==> config.mk <==
export PLATFORM = sky130hd
export DESIGN_NAME = mem_port_seq
export DESIGN_NICKNAME = d
export VERILOG_FILES = /design/src/rtl/mem_port_seq.sv
export SDC_FILE = /design/constraint.sdc
export NUM_CORES = 1
export LEC_CHECK = 0
export CAP_MARGIN = 10
export CORE_UTILIZATION = 40
export CTS_CLUSTER_SIZE = 8
export DETAILED_ROUTE_END_ITERATION = 8
export HOLD_SLACK_MARGIN = 0.08
export PLACE_DENSITY = 0.82
export SYNTH_ARGS = -nofsm -noshare
export SYNTH_HDL_FRONTEND = slang
export SYNTH_SLANG_ARGS = --single-unit
==> constraint.sdc <==
create_clock -name i_clk -period 12.2 [get_ports i_clk]
set_input_delay 2.44 -clock i_clk [delete_from_list [all_inputs] [get_ports i_clk]]
set_output_delay 2.44 -clock i_clk [all_outputs]
set_load 0.02 [all_outputs]
==> src/rtl/mem_port_seq.sv <==
// Purpose: sequences one shared memory port between instruction fetch and load/store data access.
// Latency: non-memory instr 2 cycles, load/store 4 cycles (zero wait), +1 per memory wait cycle.
// Backpressure: PC held until i_mem_ack (or timeout); request fields stay stable while o_mem_req=1.
// Optional build macro MEM_PORT_SEQ_PERF_EN adds o_instr_cnt / o_stall_cnt performance counters.
module mem_port_seq #(
    parameter int ADDR_W      = 32,
    parameter int DATA_W      = 32,
    parameter int TIMEOUT_CYC = 255
) (
    input  logic                i_clk,
    input  logic                i_reset,
    input  logic [ADDR_W-1:0]   i_pc,
    output logic                o_pc_en,
    output logic [DATA_W-1:0]   o_instr,
    output logic                o_instr_vld,
    input  logic                i_lsu_req,
    input  logic                i_lsu_we,
    input  logic [ADDR_W-1:0]   i_lsu_addr,
    input  logic [DATA_W-1:0]   i_lsu_wdata,
    input  logic [DATA_W/8-1:0] i_lsu_bmask,
    output logic [DATA_W-1:0]   o_lsu_rdata,
    output logic                o_lsu_done,
    output logic                o_bus_err,
    output logic                o_mem_req,
    output logic                o_mem_we,
    output logic [ADDR_W-1:0]   o_mem_addr,
    output logic [DATA_W-1:0]   o_mem_wdata,
    output logic [DATA_W/8-1:0] o_mem_bmask,
    input  logic                i_mem_ack,
    input  logic [DATA_W-1:0]   i_mem_rdata
`ifdef MEM_PORT_SEQ_PERF_EN
    ,
    output logic [31:0]         o_instr_cnt,
    output logic [31:0]         o_stall_cnt
`endif
);

    localparam int BM_W = DATA_W / 8;
    // Last wait count before the timeout fires: the request is then live for TIMEOUT_CYC cycles.
    localparam logic [15:0] TO_LAST = 16'(TIMEOUT_CYC - 1);

    typedef enum logic [2:0] {
        S_IDLE,
        S_FETCH,
        S_EXEC,
        S_DATA,
        S_DONE
    } state_t;

    state_t              state_q;
    logic [15:0]         wait_q;
    logic                lsu_we_q;
    logic [ADDR_W-1:0]   lsu_addr_q;
    logic [DATA_W-1:0]   lsu_wdata_q;
    logic [BM_W-1:0]     lsu_bmask_q;
    logic [DATA_W-1:0]   instr_q;
    logic [DATA_W-1:0]   rdata_q;
    logic                err_q;

    logic                mem_busy;
    logic                timeout_hit;

    assign mem_busy    = (state_q == S_FETCH) || (state_q == S_DATA);
    // A same-cycle ack always takes priority over the timeout.
    assign timeout_hit = mem_busy && !i_mem_ack && (wait_q == TO_LAST);

    // Sequencer: state, wait counter, latched instruction/load data, registered LSU request fields.
    always_ff @(posedge i_clk or posedge i_reset) begin
        if (i_reset) begin
            state_q     <= S_IDLE;
            wait_q      <= '0;
            lsu_we_q    <= 1'b0;
            lsu_addr_q  <= '0;
            lsu_wdata_q <= '0;
            lsu_bmask_q <= '0;
            instr_q     <= '0;
            rdata_q     <= '0;
            err_q       <= 1'b0;
        end else begin
            // Counter restarts on every state entry; only a waiting request keeps it running.
            wait_q <= '0;
            case (state_q)
                S_IDLE: begin
                    state_q <= S_FETCH;
                end
                S_FETCH: begin
                    if (i_mem_ack) begin
                        instr_q <= i_mem_rdata;
                        state_q <= S_EXEC;
                    end else if (timeout_hit) begin
                        instr_q <= '0;
                        err_q   <= 1'b1;
                        state_q <= S_EXEC;
                    end else begin
                        wait_q <= wait_q + 16'd1;
                    end
                end
                S_EXEC: begin
                    if (i_lsu_req) begin
                        lsu_we_q    <= i_lsu_we;
                        lsu_addr_q  <= i_lsu_addr;
                        lsu_wdata_q <= i_lsu_wdata;
                        lsu_bmask_q <= i_lsu_bmask;
                        state_q     <= S_DATA;
                    end else begin
                        state_q <= S_FETCH;
                    end
                end
                S_DATA: begin
                    if (i_mem_ack) begin
                        if (!lsu_we_q) begin
                            rdata_q <= i_mem_rdata;
                        end
                        state_q <= S_DONE;
                    end else if (timeout_hit) begin
                        if (!lsu_we_q) begin
                            rdata_q <= '0;
                        end
                        err_q   <= 1'b1;
                        state_q <= S_DONE;
                    end else begin
                        wait_q <= wait_q + 16'd1;
                    end
                end
                S_DONE: begin
                    state_q <= S_FETCH;
                end
                default: begin
                    state_q <= S_IDLE;
                end
            endcase
        end
    end

    // Port outputs decoded from the state register; i_pc is safe to pass through since it only moves on o_pc_en.
    always_comb begin
        o_mem_req   = mem_busy;
        o_mem_we    = 1'b0;
        o_mem_addr  = '0;
        o_mem_wdata = '0;
        o_mem_bmask = '0;
        o_instr_vld = (state_q == S_EXEC) || (state_q == S_DONE);
        o_lsu_done  = (state_q == S_DONE);
        o_pc_en     = ((state_q == S_EXEC) && !i_lsu_req) || (state_q == S_DONE);
        if (state_q == S_FETCH) begin
            o_mem_addr  = i_pc;
            o_mem_bmask = '1;
        end else if (state_q == S_DATA) begin
            o_mem_we    = lsu_we_q;
            o_mem_addr  = lsu_addr_q;
            o_mem_wdata = lsu_wdata_q;
            o_mem_bmask = lsu_bmask_q;
        end
    end

    assign o_instr     = instr_q;
    assign o_lsu_rdata = rdata_q;
    assign o_bus_err   = err_q;

`ifdef MEM_PORT_SEQ_PERF_EN
    logic [31:0] instr_cnt_q;
    logic [31:0] stall_cnt_q;

    // Retired-instruction and memory-stall counters, free-running with natural wrap.
    always_ff @(posedge i_clk or posedge i_reset) begin
        if (i_reset) begin
            instr_cnt_q <= '0;
            stall_cnt_q <= '0;
        end else begin
            if (o_pc_en) begin
                instr_cnt_q <= instr_cnt_q + 32'd1;
            end
            if (mem_busy && !i_mem_ack) begin
                stall_cnt_q <= stall_cnt_q + 32'd1;
            end
        end
    end

    assign o_instr_cnt = instr_cnt_q;
    assign o_stall_cnt = stall_cnt_q;
`endif

endmodule

# Word-level counts from Yosys, hierarchy flattened
# Cells that the tools add are included.
[word_totals] ff_bits=153 input_bits=137 out_inout_bits=138 elab_cells=59
[op_classes] n_addsub=1 eq_ne=7 n_mux=23 n_bitwise=2 n_reduce_logical=17
[op_table] operator="$mux W32" n=10
[op_table] operator="$mux W16" n=3
[op_table] operator="$add A16 B1 Y16 const B" n=1
[op_table] operator="$eq A16 B8 Y1 const B" n=1
[op_table] operator="$mux W3" n=4
[op_table] operator="$pmux W3 S4" n=1
[op_table] operator="$mux W4" n=2
[op_table] operator="$eq A3 B2 Y1 const B" n=2
[op_table] operator="$ne A3 B3 Y1 const B" n=2
[op_table] operator="$reduce_and A2 Y1" n=3
[op_table] operator="$reduce_and A3 Y1" n=2
[op_table] operator="$reduce_or A2 Y1" n=2
[op_table] operator="$eq A3 B1 Y1 const B" n=1
[op_table] operator="$eq A3 B3 Y1 const B" n=1
[op_table] operator="$logic_and A1 B1 Y1" n=3
[op_table] operator="$logic_not A3 Y1" n=1
[op_table] operator="$logic_or A1 B1 Y1" n=3
[op_table] operator="$logic_not A1 Y1" n=2
[op_table] operator="$mux W1" n=2
[op_table] operator="$mux W2" n=1
[op_table] operator="$not A1 Y1" n=2
[op_table] operator="$reduce_bool A2 Y1" n=1

# Longest topological paths before layout
# Gate-level depths: netlist of run 1.
[depth] word_depth=7 depth_mapped=7 mapped_depth_nobuf=6

# Worst setup path after synthesis of run 1
# OpenSTA, ideal clock, no wires.
[synth_timing] path_type="input -> output" start="input port i_pc[31]" end="output port o_mem_addr[31]" arrival_ns=2.781 t_required_ns=9.760 path_slack_ns=6.979 cell_stages=2 path_buffers=0 cell_sequence="mux2i_1 > nor2_1"
[synth_via] elab_chain_cells=1
[synth_rtl] element="start, declared" line_no="12" source="input logic [ADDR_W-1:0] i_pc,"
[synth_rtl] element="$mux W32" line_no="145" source="if (state_q == S_FETCH) begin"
[synth_rtl] element="end, declared" line_no="26" source="output logic [ADDR_W-1:0] o_mem_addr,"
# Every way passes these cells.

# Final worst setup path of run 1
[layout_timing] start="input port i_pc[2]" end="output port o_mem_addr[2]"
# The elaborated chain is that of the path after synthesis.

==> reports/qor.yml, run 1 <==
final_layout:
  final_common_cell: "clkdlybuf4s50_1"
  fin_area_sq_um: 10600
  num_antenna_cells: 0
  area_delta_synth_final_pct: 48.3
  drive_gt1_frac: 0.0682
  final_cell_mix: "273 x clkdlybuf4s50_1, 152 x dfrtp_1, 83 x nor2_1, 51 x mux2_1, 43 x nand2_1"
  fin_nets: 1050
worst_setup_path:
  cp.required_ns: 9.76
  crit_type: "in2out"
  cp-end-kind: "output port"
  critPathArrivalTime_ns: 3.80
  worstPathMaxFanout: 1
  critPathLaunchType: "primary input"
min_path:
  hold_path.class: "reg2reg"
logic_synthesis:
  synth-main-ff-cell: "dfrtp_1"
  avgSynthCellArea_sq_um: 10.8
  yosys_warnings: 0
  syn-instance-count: 662
  ys_seq_area_frac: 0.536
  synthDistinctLibCells: 40
  synth_area_sq_um: 7150
  synth_enable_flop_cells: 0
  syn_nets: 801
  ys_async_sr_fraction: 1.00
  synth-seq-cells: 153
outcome:
  status: "complete, no violations"
place:
  routabilityCongestion: 0.775
  dpl.hpwl_microns: 12600
  io_buffers: 274
  postPlaceCellArea_sq_um: 10000
routing:
  vias_per_cell: 5.12
  dr_total_vias: 5887
  avgRoutedWirePerCell_microns: 16.3
  drc_errors: 0
  postRouteAntennaNets: 0
  first_pass_iters: 4
  drt_wl_total_microns: 18800
  dr.first_iter.drc_count: 292
sta:
  fmax_ghz: 0.160
  max_slew.worst_pin.slew_ns: 0.997
  min_period_ns: 6.24
  setup_viol: 0
  slew_violations: 0
  final_hold_viol_count: 0
  relSlewSlack: 0.335
  finalCritPeriodShare: 0.511
  finClkSkew_ns: 0.0108
  rsz0062_at_grt: "false"
  tns_ns: 0
clocking:
  htreeDepth: 4
  ctsRootBufferMaster: "clkbuf_16"
  cts_resized: 0
  cts_sinks: 153
  cts_tree: "done"
  numCtsBuffers: 17
  cts_buffer_depth: 2
  clock_latency_ns: 0.41
  ctsHoldBuffers: 0
  clk_pin_slew_worst_paths_ns: 0.06
  cts_setup_buffers: 0
run:
  cap_viol_max_count: 0
power:
  power_per_cell_area_nw_per_um2: 261
  power_switching_share: 0.379
  p_leak_nw: 4.47
  p_seq_frac: 0.312
  p_clk_frac: 0.193
  ir_drop_uv: 131
  intPower_w: 0.00172
  p_sw_w: 0.00105
  p_comb_frac: 0.495
global_route:
  antenna_found_initial: 1
  grt_pass1_vias: 5659
  gr-total-overflow: 0
  grt_max_degree: 100
  grt_first_pass_wirelength_microns: 29500
  grt_usage: 0.205
floorplanning:
  fp.dieH_microns: 136
  rows: 48
  fp.coreArea_sq_um: 17400
  ios: 275
  die-width_microns: 136
  die-area_sq_um: 18400
  start_util: 0.412
==> state kept, by name, indices dropped and copies added (netlist names) <==
signal       flops
o_bus_err        1
o_instr         32
state_q          3
lsu_wdata_q     32
lsu_bmask_q      4
lsu_we_q         1
wait_q          16
o_lsu_rdata     32
lsu_addr_q      32
==> kinds of logic after synthesis <==
family	count (synthesis)	synth area share
AOI/OAI and AO/OA	111	0.103
buffers and inverters	62	0.0387
and+or+nand+nor	223	0.155
adders and majority gates	2	0.00350
muxes	97	0.147
xor gates and xnor gates	14	0.0172
DFF	153	0.536
==> area by class of cell <==
class	count	area, sq um
Fill cell	1461	6760
Sequential cell	153	3830
Inverter	11	46.3
Multi-Input combinational cell	447	3060
Clock inverter	11	145
Clock buffer	21	450
Timing Repair Buffer	281	2790
Tap cell	225	282
==> routing by layer <==
| metal | track usage | wire length [microns] | vias up |
|---|---|---|---|
| met2 | 0.334 | 9380 | 171 |
| met5 | 0 | 13 | - |
| met3 | 0.0535 | 992 | 25 |
| li1 | - | - | 2808 |
| met4 | 0.0637 | 287 | 2 |
| met1 | 0.266 | 8100 | 2881 |
==> worst paths after layout <==
path	startpoint	to	slack [ns]	cells after the start
worst min-delay path	o_bus_err$_DFFE_PP0P_	o_bus_err$_DFFE_PP0P_	0.47	2
worst min register to register	o_bus_err$_DFFE_PP0P_	o_bus_err$_DFFE_PP0P_	0.47	2
min in group asynchronous	i_reset	lsu_addr_q[1]$_DFFE_PP0P_	2.53	2
worst max-delay path	i_pc[2]	o_mem_addr[2]	5.96	4
worst max register to register	state_q[1]$_DFFE_PP0P_	lsu_addr_q[25]$_DFFE_PP0P_	9.48	5
max in group asynchronous	i_reset	state_q[1]$_DFFE_PP0P_	8.21	3
==> critical path: stages <==
cell             delay (ns)
clkdlybuf4s50_1        0.51
mux2i_1                0.08
nor2_1                 0.13
clkdlybuf4s50_1        0.64
==> synthesized netlist by cell type, drive strengths merged, types with 2 or more instances <==
library cell | n | area (sq um)
a21oi | 37 | 185
buf | 29 | 153
mux2 | 65 | 732
nand4 | 4 | 37.5
nor3 | 4 | 20.0
nand3 | 6 | 30.0
mux2i | 32 | 320
nor2 | 85 | 322
nor4 | 4 | 31.3
inv | 11 | 41.3
xnor2 | 8 | 70.1
nand2 | 43 | 161
or3 | 2 | 12.5
clkbuf | 22 | 82.6
and3 | 34 | 213
nand2b | 34 | 220
xor2 | 6 | 52.6
o21ai | 37 | 185
ha | 2 | 25.0
dfrtp | 153 | 3830
nor3b | 2 | 15.0
a32o | 32 | 320
==> stage by stage <==
stage               hold slack [ns]  setup slack, ns  utilization  instances  power [W]
floorplan                     0.449             5.64            -        662    0.00164
global placement              0.457             5.99        0.576       1117    0.00222
detailed placement            0.464             5.97        0.576       1117    0.00225
CTS                           0.478             5.97        0.611       1149    0.00280
global route                  0.492             5.92        0.611       1149    0.00294
finish                        0.471             5.96        0.611       1149    0.00277
==> power by group through the flow <==
stage / logic, W / clock network, W / registers [W]
floorplan: 0.000683 / 0 / 0.000961
global placement: 0.00136 / 0 / 0.000860
detailed placement: 0.00138 / 0 / 0.000871
CTS: 0.00139 / 0.000549 / 0.000863
global route: 0.00147 / 0.000573 / 0.000891
finish: 0.00137 / 0.000535 / 0.000862
Power figures use the tool's default switching activity.
==> run 2, diff against run 1 <==
Settings changed: PLACE_DENSITY 0.82 to 0.85.
Clock period 12.2 ns to 5.7 ns, I/O delays scaled along.
==> run 2 against run 1 <==
Sequential cell count stayed put. Die area unchanged. Via count up 1.2%. Largest cell class unchanged.
==> reports/qor.yml, run 2 (same netlist as run 1, synthesis figures left out) <==
sta:
  relSlewSlack: 0.260  # -0.0749
  final_hold_viol_count: 0  # unchanged
  finalCritPeriodShare: 0.778
  finClkSkew_ns: 0.0104  # -0.000364 ns
  whs_ns: 0.470  # -0.00100 ns
  max_slew.worst_pin.slew_ns: 1.11  # +0.112 ns
  tns_ns: 0  # unchanged
  slew_violations: 0  # unchanged
  rsz0062_at_grt: "false"
  min_period_ns: 4.43
  setup_viol: 0  # unchanged
  fmax_ghz: 0.226
floorplanning:
  start_util: 0.412  # unchanged
  fp.coreArea_sq_um: 17400  # unchanged
  die-area_sq_um: 18400  # unchanged
  rows: 48  # unchanged
  fp.dieH_microns: 136  # unchanged
  ios: 275  # unchanged
  die-width_microns: 136  # unchanged
place:
  routabilityCongestion: 0.786  # +1.5%
  postPlaceCellArea_sq_um: 10000  # about the same
  dpl.hpwl_microns: 13600  # +8.2%
  io_buffers: 274  # unchanged
global_route:
  gr-total-overflow: 0  # unchanged
  grt_first_pass_wirelength_microns: 30600  # +4.0%
  grt_pass1_vias: 5905  # +4.3%
  antenna_found_initial: 0  # -1
  grt_usage: 0.215  # +0.00953
  grt_max_degree: 113  # +13%
routing:
  dr.first_iter.drc_count: 271  # -7.2%
  dr_total_vias: 5955  # +1.2%
  first_pass_iters: 5  # +1
  avgRoutedWirePerCell_microns: 17.1  # +4.9%
  postRouteAntennaNets: 0  # unchanged
  drc_errors: 0  # unchanged
  vias_per_cell: 5.19  # +1.3%
  drt_wl_total_microns: 19700  # +4.8%
power:
  p_comb_frac: 0.489  # -0.006
  intPower_w: 0.00363  # +110%
  p_seq_frac: 0.326  # +0.014
  power_switching_share: 0.385  # +0.00645
  p_leak_nw: 4.47  # about the same
  p_clk_frac: 0.185  # -0.008
  p_sw_w: 0.00227  # +120%
  power_per_cell_area_nw_per_um2: 558  # +110%
  ir_drop_uv: 280  # +110%
final_layout:
  final_cell_mix: "273 x clkdlybuf4s50_1, 152 x dfrtp_1, 83 x nor2_1, 51 x mux2_1, 43 x nand2_1"
  fill_cells: 1433  # -1.9%
  fin_nets: 1051  # +0.095%
  final_common_cell: "clkdlybuf4s50_1"
  num_antenna_cells: 0  # unchanged
  fin_area_sq_um: 10600  # -0.22%
  drive_gt1_frac: 0.0694  # +0.00123
  area_delta_synth_final_pct: 48.0
worst_setup_path:
  cp-end-kind: "output port"
  cp.required_ns: 4.56  # -5.20 ns
  crit_type: "reg2out"
  critPathArrivalTime_ns: 3.29  # -0.51 ns
  worstPathMaxFanout: 41  # +40
  critPathLaunchType: "flop"
outcome:
  status: "complete, no violations"
clocking:
  cts_buffer_depth: 2  # unchanged
  numCtsBuffers: 17  # unchanged
  ctsHoldBuffers: 0  # unchanged
  cts_setup_buffers: 0  # unchanged
  clock_latency_ns: 0.41  # about the same
  cts_resized: 0  # unchanged
  cts_sinks: 153  # unchanged
  clk_pin_slew_worst_paths_ns: 0.06  # about the same
  cts_tree: "done"
  htreeDepth: 4  # unchanged
  ctsRootBufferMaster: "clkbuf_16"
run:
  cap_viol_max_count: 0  # unchanged
min_path:
  hold_path.class: "reg2reg"
==> run 2: final cells by class <==
class	count	area, sq um	area share
clock buffers	18	439	0.0415
clock inverters	11	125	0.0118
inverters	11	46.3	0.00438
multi-input cells	447	3060	0.289
flip-flops and latches	153	3830	0.362
well taps	225	282	0.0266
repair buffers	282	2800	0.264
==> run 2: routing by layer <==
metal  track usage  part of all wire  routed length (microns)
met5             0                 0                        0
met2         0.370              0.52                    10100
met1         0.266              0.42                     8270
met3        0.0370             0.044                      873
met4        0.0861             0.020                      391
==> run 2: metrics by stage <==
| step | setup slack (ns) | util | instances | total power (W) |
|---|---|---|---|---|
| 6_report | 1.27 | 0.609 | 1147 | 0.00590 |
| 4_1_cts | 1.23 | 0.609 | 1147 | 0.00596 |
| 3_5_place_dp | 1.67 | 0.577 | 1118 | 0.00484 |
| 3_3_place_gp | 1.86 | 0.577 | 1118 | 0.00475 |
| 5_1_grt | 1.04 | 0.609 | 1147 | 0.00624 |
| 2_1_floorplan | 0.439 | - | 662 | 0.00352 |
==> run 2: final timing paths <==
check,start,depth (start not counted),slack [ns],to
worst max-delay path,state_q[2]$_DFFE_PP0P_,4,1.27,o_mem_wdata[1]
worst min-delay path,o_bus_err$_DFFE_PP0P_,2,0.47,o_bus_err$_DFFE_PP0P_
worst max register to register,state_q[2]$_DFFE_PP0P_,4,3.04,o_instr[1]$_DFFE_PP0P_
worst min register to register,o_bus_err$_DFFE_PP0P_,2,0.47,o_bus_err$_DFFE_PP0P_
max in group asynchronous,i_reset,3,3.16,lsu_bmask_q[3]$_DFFE_PP0P_
min in group asynchronous,i_reset,2,1.33,lsu_addr_q[2]$_DFFE_PP0P_
==> run 2: worst max-delay path, stage by stage, from the launching register on <==
cell and delay, ns:
dfrtp_1 0.43, nand2b_2 0.63, inv_1 0.90, and3_1 0.28, clkdlybuf4s50_1 0.63
==> run 2: power groups by stage <==
stage	logic, W	registers (W)	clock network [W]
6_report	0.00289	0.00192	0.00109
5_1_grt	0.00309	0.00199	0.00117
4_1_cts	0.00291	0.00193	0.00112
3_5_place_dp	0.00290	0.00194	0
3_3_place_gp	0.00283	0.00192	0
2_1_floorplan	0.00146	0.00206	0
==> run 3, diff against run 2 <==
Clock period 5.7 ns to 3.61 ns, I/O delays scaled along.
==> run 3 against run 2 <==
Critical path type unchanged. Sequential cell count unchanged. Sequential power up 55%. Highest routed layer is now met5. Setup slack worse by 0.76 ns.
==> reports/qor.yml, run 3 (same netlist as run 1, synthesis figures left out) <==
sta:
  final_hold_viol_count: 0  # unchanged
  fmax_ghz: 0.322
  max_slew.worst_pin.slew_ns: 0.896  # -0.213 ns
  whs_ns: 0.478  # +0.00795 ns
  finalCritPeriodShare: 0.860
  tns_ns: 0  # unchanged
  setup_viol: 0  # unchanged
  rsz0062_at_grt: "false"
  relSlewSlack: 0.401  # +0.141
  slew_violations: 0  # unchanged
  min_period_ns: 3.11
  finClkSkew_ns: 0.0102  # -0.000247 ns
worst_setup_path:
  worstPathMaxFanout: 32  # -22%
  worstReg2RegEnd: "o_instr[13]$_DFFE_PP0P_"
  cp.required_ns: 2.89  # -1.67 ns
  critPathLaunchType: "flop"
  crit_type: "reg2out"
  cp_cell_sequence: "buf_12 > mux2i_1 > nor2_1 > clkdlybuf4s50_1"
  slowest_stage: "dfrtp_2"
  endpoint: "o_mem_addr[5]"
  critical_path_buf_inv_count: 2  # unchanged
  reg2reg_from: "state_q[2]$_DFFE_PP0P_"
  startpoint: "state_q[1]$_DFFE_PP0P_"
  path_depth: 4  # unchanged
  crit_path_max_incr_delay_ns: 0.73  # -0.17 ns
  cp-end-kind: "output port"
  r2r_slack_ns: 1.20  # -1.84 ns
  critPathArrivalTime_ns: 2.38  # -0.91 ns
  r2r_cells: 5  # +1
  critical_path.top_delay_family: "buffers and inverters"
power:
  p_clk_frac: 0.201  # +0.016
  p_sw_w: 0.00361  # +59%
  p_comb_frac: 0.488  # about the same
  intPower_w: 0.00593  # +63%
  ir_drop_uv: 514  # +84%
  p_seq_frac: 0.312  # -0.014
  power_per_cell_area_nw_per_um2: 889  # +59%
  power_switching_share: 0.378  # -0.00689
  total_power_w: 0.00954  # +62%
  p_leak_nw: 4.53  # +1.4%
floorplanning:
  rows: 48  # unchanged
  ios: 275  # unchanged
  fp.coreArea_sq_um: 17400  # unchanged
  die-width_microns: 136  # unchanged
  die-area_sq_um: 18400  # unchanged
  start_util: 0.412  # unchanged
  fp.dieH_microns: 136  # unchanged
global_route:
  grt_max_degree: 67  # -41%
  grt_pass1_vias: 5882  # -0.39%
  grt_first_pass_wirelength_microns: 30200  # -1.5%
  grt_usage: 0.211  # -0.00355
  antenna_found_initial: 1  # +1
  gr-total-overflow: 0  # unchanged
routing:
  drt_wl_total_microns: 19600  # -0.21%
  dr_total_vias: 5924  # -0.52%
  dr.first_iter.drc_count: 276  # +1.8%
  first_pass_iters: 5  # unchanged
  postRouteAntennaNets: 0  # unchanged
  avgRoutedWirePerCell_microns: 17.0  # -0.90%
  drc_errors: 0  # unchanged
  vias_per_cell: 5.13  # -1.2%
final_layout:
  fin_nets: 1056  # +0.48%
  register_area_sq_um: 3830  # unchanged
  final_common_cell: "clkdlybuf4s50_1"
  area_delta_synth_final_pct: 50.2
  fill_cells: 1434  # +0.070%
  final_cell_mix: "273 x clkdlybuf4s50_1, 152 x dfrtp_1, 83 x nor2_1, 51 x mux2_1, 43 x nand2_1"
  drive_gt1_frac: 0.0763  # +0.00693
  multiInputGateArea_sq_um: 3070  # +0.37%
  num_antenna_cells: 0  # unchanged
clocking:
  cts_sinks: 153  # unchanged
  clk_pin_slew_worst_paths_ns: 0.06  # about the same
  cts_tree: "done"
  htreeDepth: 4  # unchanged
  numCtsBuffers: 17  # unchanged
  cts_setup_buffers: 0  # unchanged
  ctsHoldBuffers: 0  # unchanged
  ctsRootBufferMaster: "clkbuf_16"
  cts_resized: 0  # unchanged
  cts_buffer_depth: 2  # unchanged
  clock_latency_ns: 0.41  # about the same
place:
  io_buffers: 274  # unchanged
  dpl.hpwl_microns: 13400  # -1.3%
  routabilityCongestion: 0.823  # +4.7%
min_path:
  hold_path.class: "reg2reg"
run:
  cap_viol_max_count: 0  # unchanged
outcome:
  status: "complete, no violations"
==> run 3: cell count changes in the layout (fill, tap and decap cells not counted), sizes merged <==
| cell | change |
|---|---|
| inv | -1 |
| clkbuf | +1 |
| buf | +5 |
| clkinvlp | +1 |
| bufinv | +2 |
==> run 3: area by class of cell <==
class                   count  share of cell area
well taps                 225              0.0262
inverters                  11             0.00420
clock buffers              19              0.0413
multi-input cells         447               0.286
flip-flops and latches    153               0.357
clock inverters            13              0.0180
repair buffers            287               0.268
==> run 3: worst min path at each step <==
stage | start | to | cells past startpoint
4_1_cts | lsu_wdata_q[12]$_DFFE_PP0P_ | lsu_wdata_q[12]$_DFFE_PP0P_ | 1
3_3_place_gp | o_bus_err$_DFFE_PP0P_ | o_bus_err$_DFFE_PP0P_ | 2
5_1_grt | lsu_wdata_q[1]$_DFFE_PP0P_ | lsu_wdata_q[1]$_DFFE_PP0P_ | 1
3_5_place_dp | lsu_wdata_q[12]$_DFFE_PP0P_ | lsu_wdata_q[12]$_DFFE_PP0P_ | 1
2_1_floorplan | lsu_wdata_q[10]$_DFFE_PP0P_ | lsu_wdata_q[10]$_DFFE_PP0P_ | 1
6_report | lsu_wdata_q[1]$_DFFE_PP0P_ | lsu_wdata_q[1]$_DFFE_PP0P_ | 1
==> run 3: worst reg2reg max path: cells and delay by family, from the launching register on <==
kind                   cells  cell delay [ns]
AOI/OAI and AO/OA          1             0.36
buffers and inverters      1             0.28
DFF                        1             0.44
and+or+nand+nor            3             1.23
==> run 3: metrics by stage <==
stage,util,instance area (sq um),setup WS (ns),instances
final,0.618,10700,0.504,1155
after floorplan,-,7150,0.957,662
after global routing,0.618,10700,0.360,1155
after CTS,0.618,10700,0.467,1155
after global placement,0.582,10100,0.852,1123
after detailed placement,0.582,10100,0.845,1123
==> run 3: power groups by stage <==
| stage | clock, W | sequential (W) | combinational (W) |
|---|---|---|---|
| finish | 0.00191 | 0.00298 | 0.00465 |
| global route | 0.00203 | 0.00308 | 0.00498 |
| CTS | 0.00196 | 0.00298 | 0.00470 |
| detailed placement | 0 | 0.00301 | 0.00467 |
| global placement | 0 | 0.00296 | 0.00459 |
| floorplan | 0 | 0.00325 | 0.00231 |
==> run 3: per-layer routing <==
layer  routed length, microns  track usage
met2                    10100        0.368
met5                       14            0
met1                     8100        0.256
met3                     1170       0.0479
met4                      190       0.0699
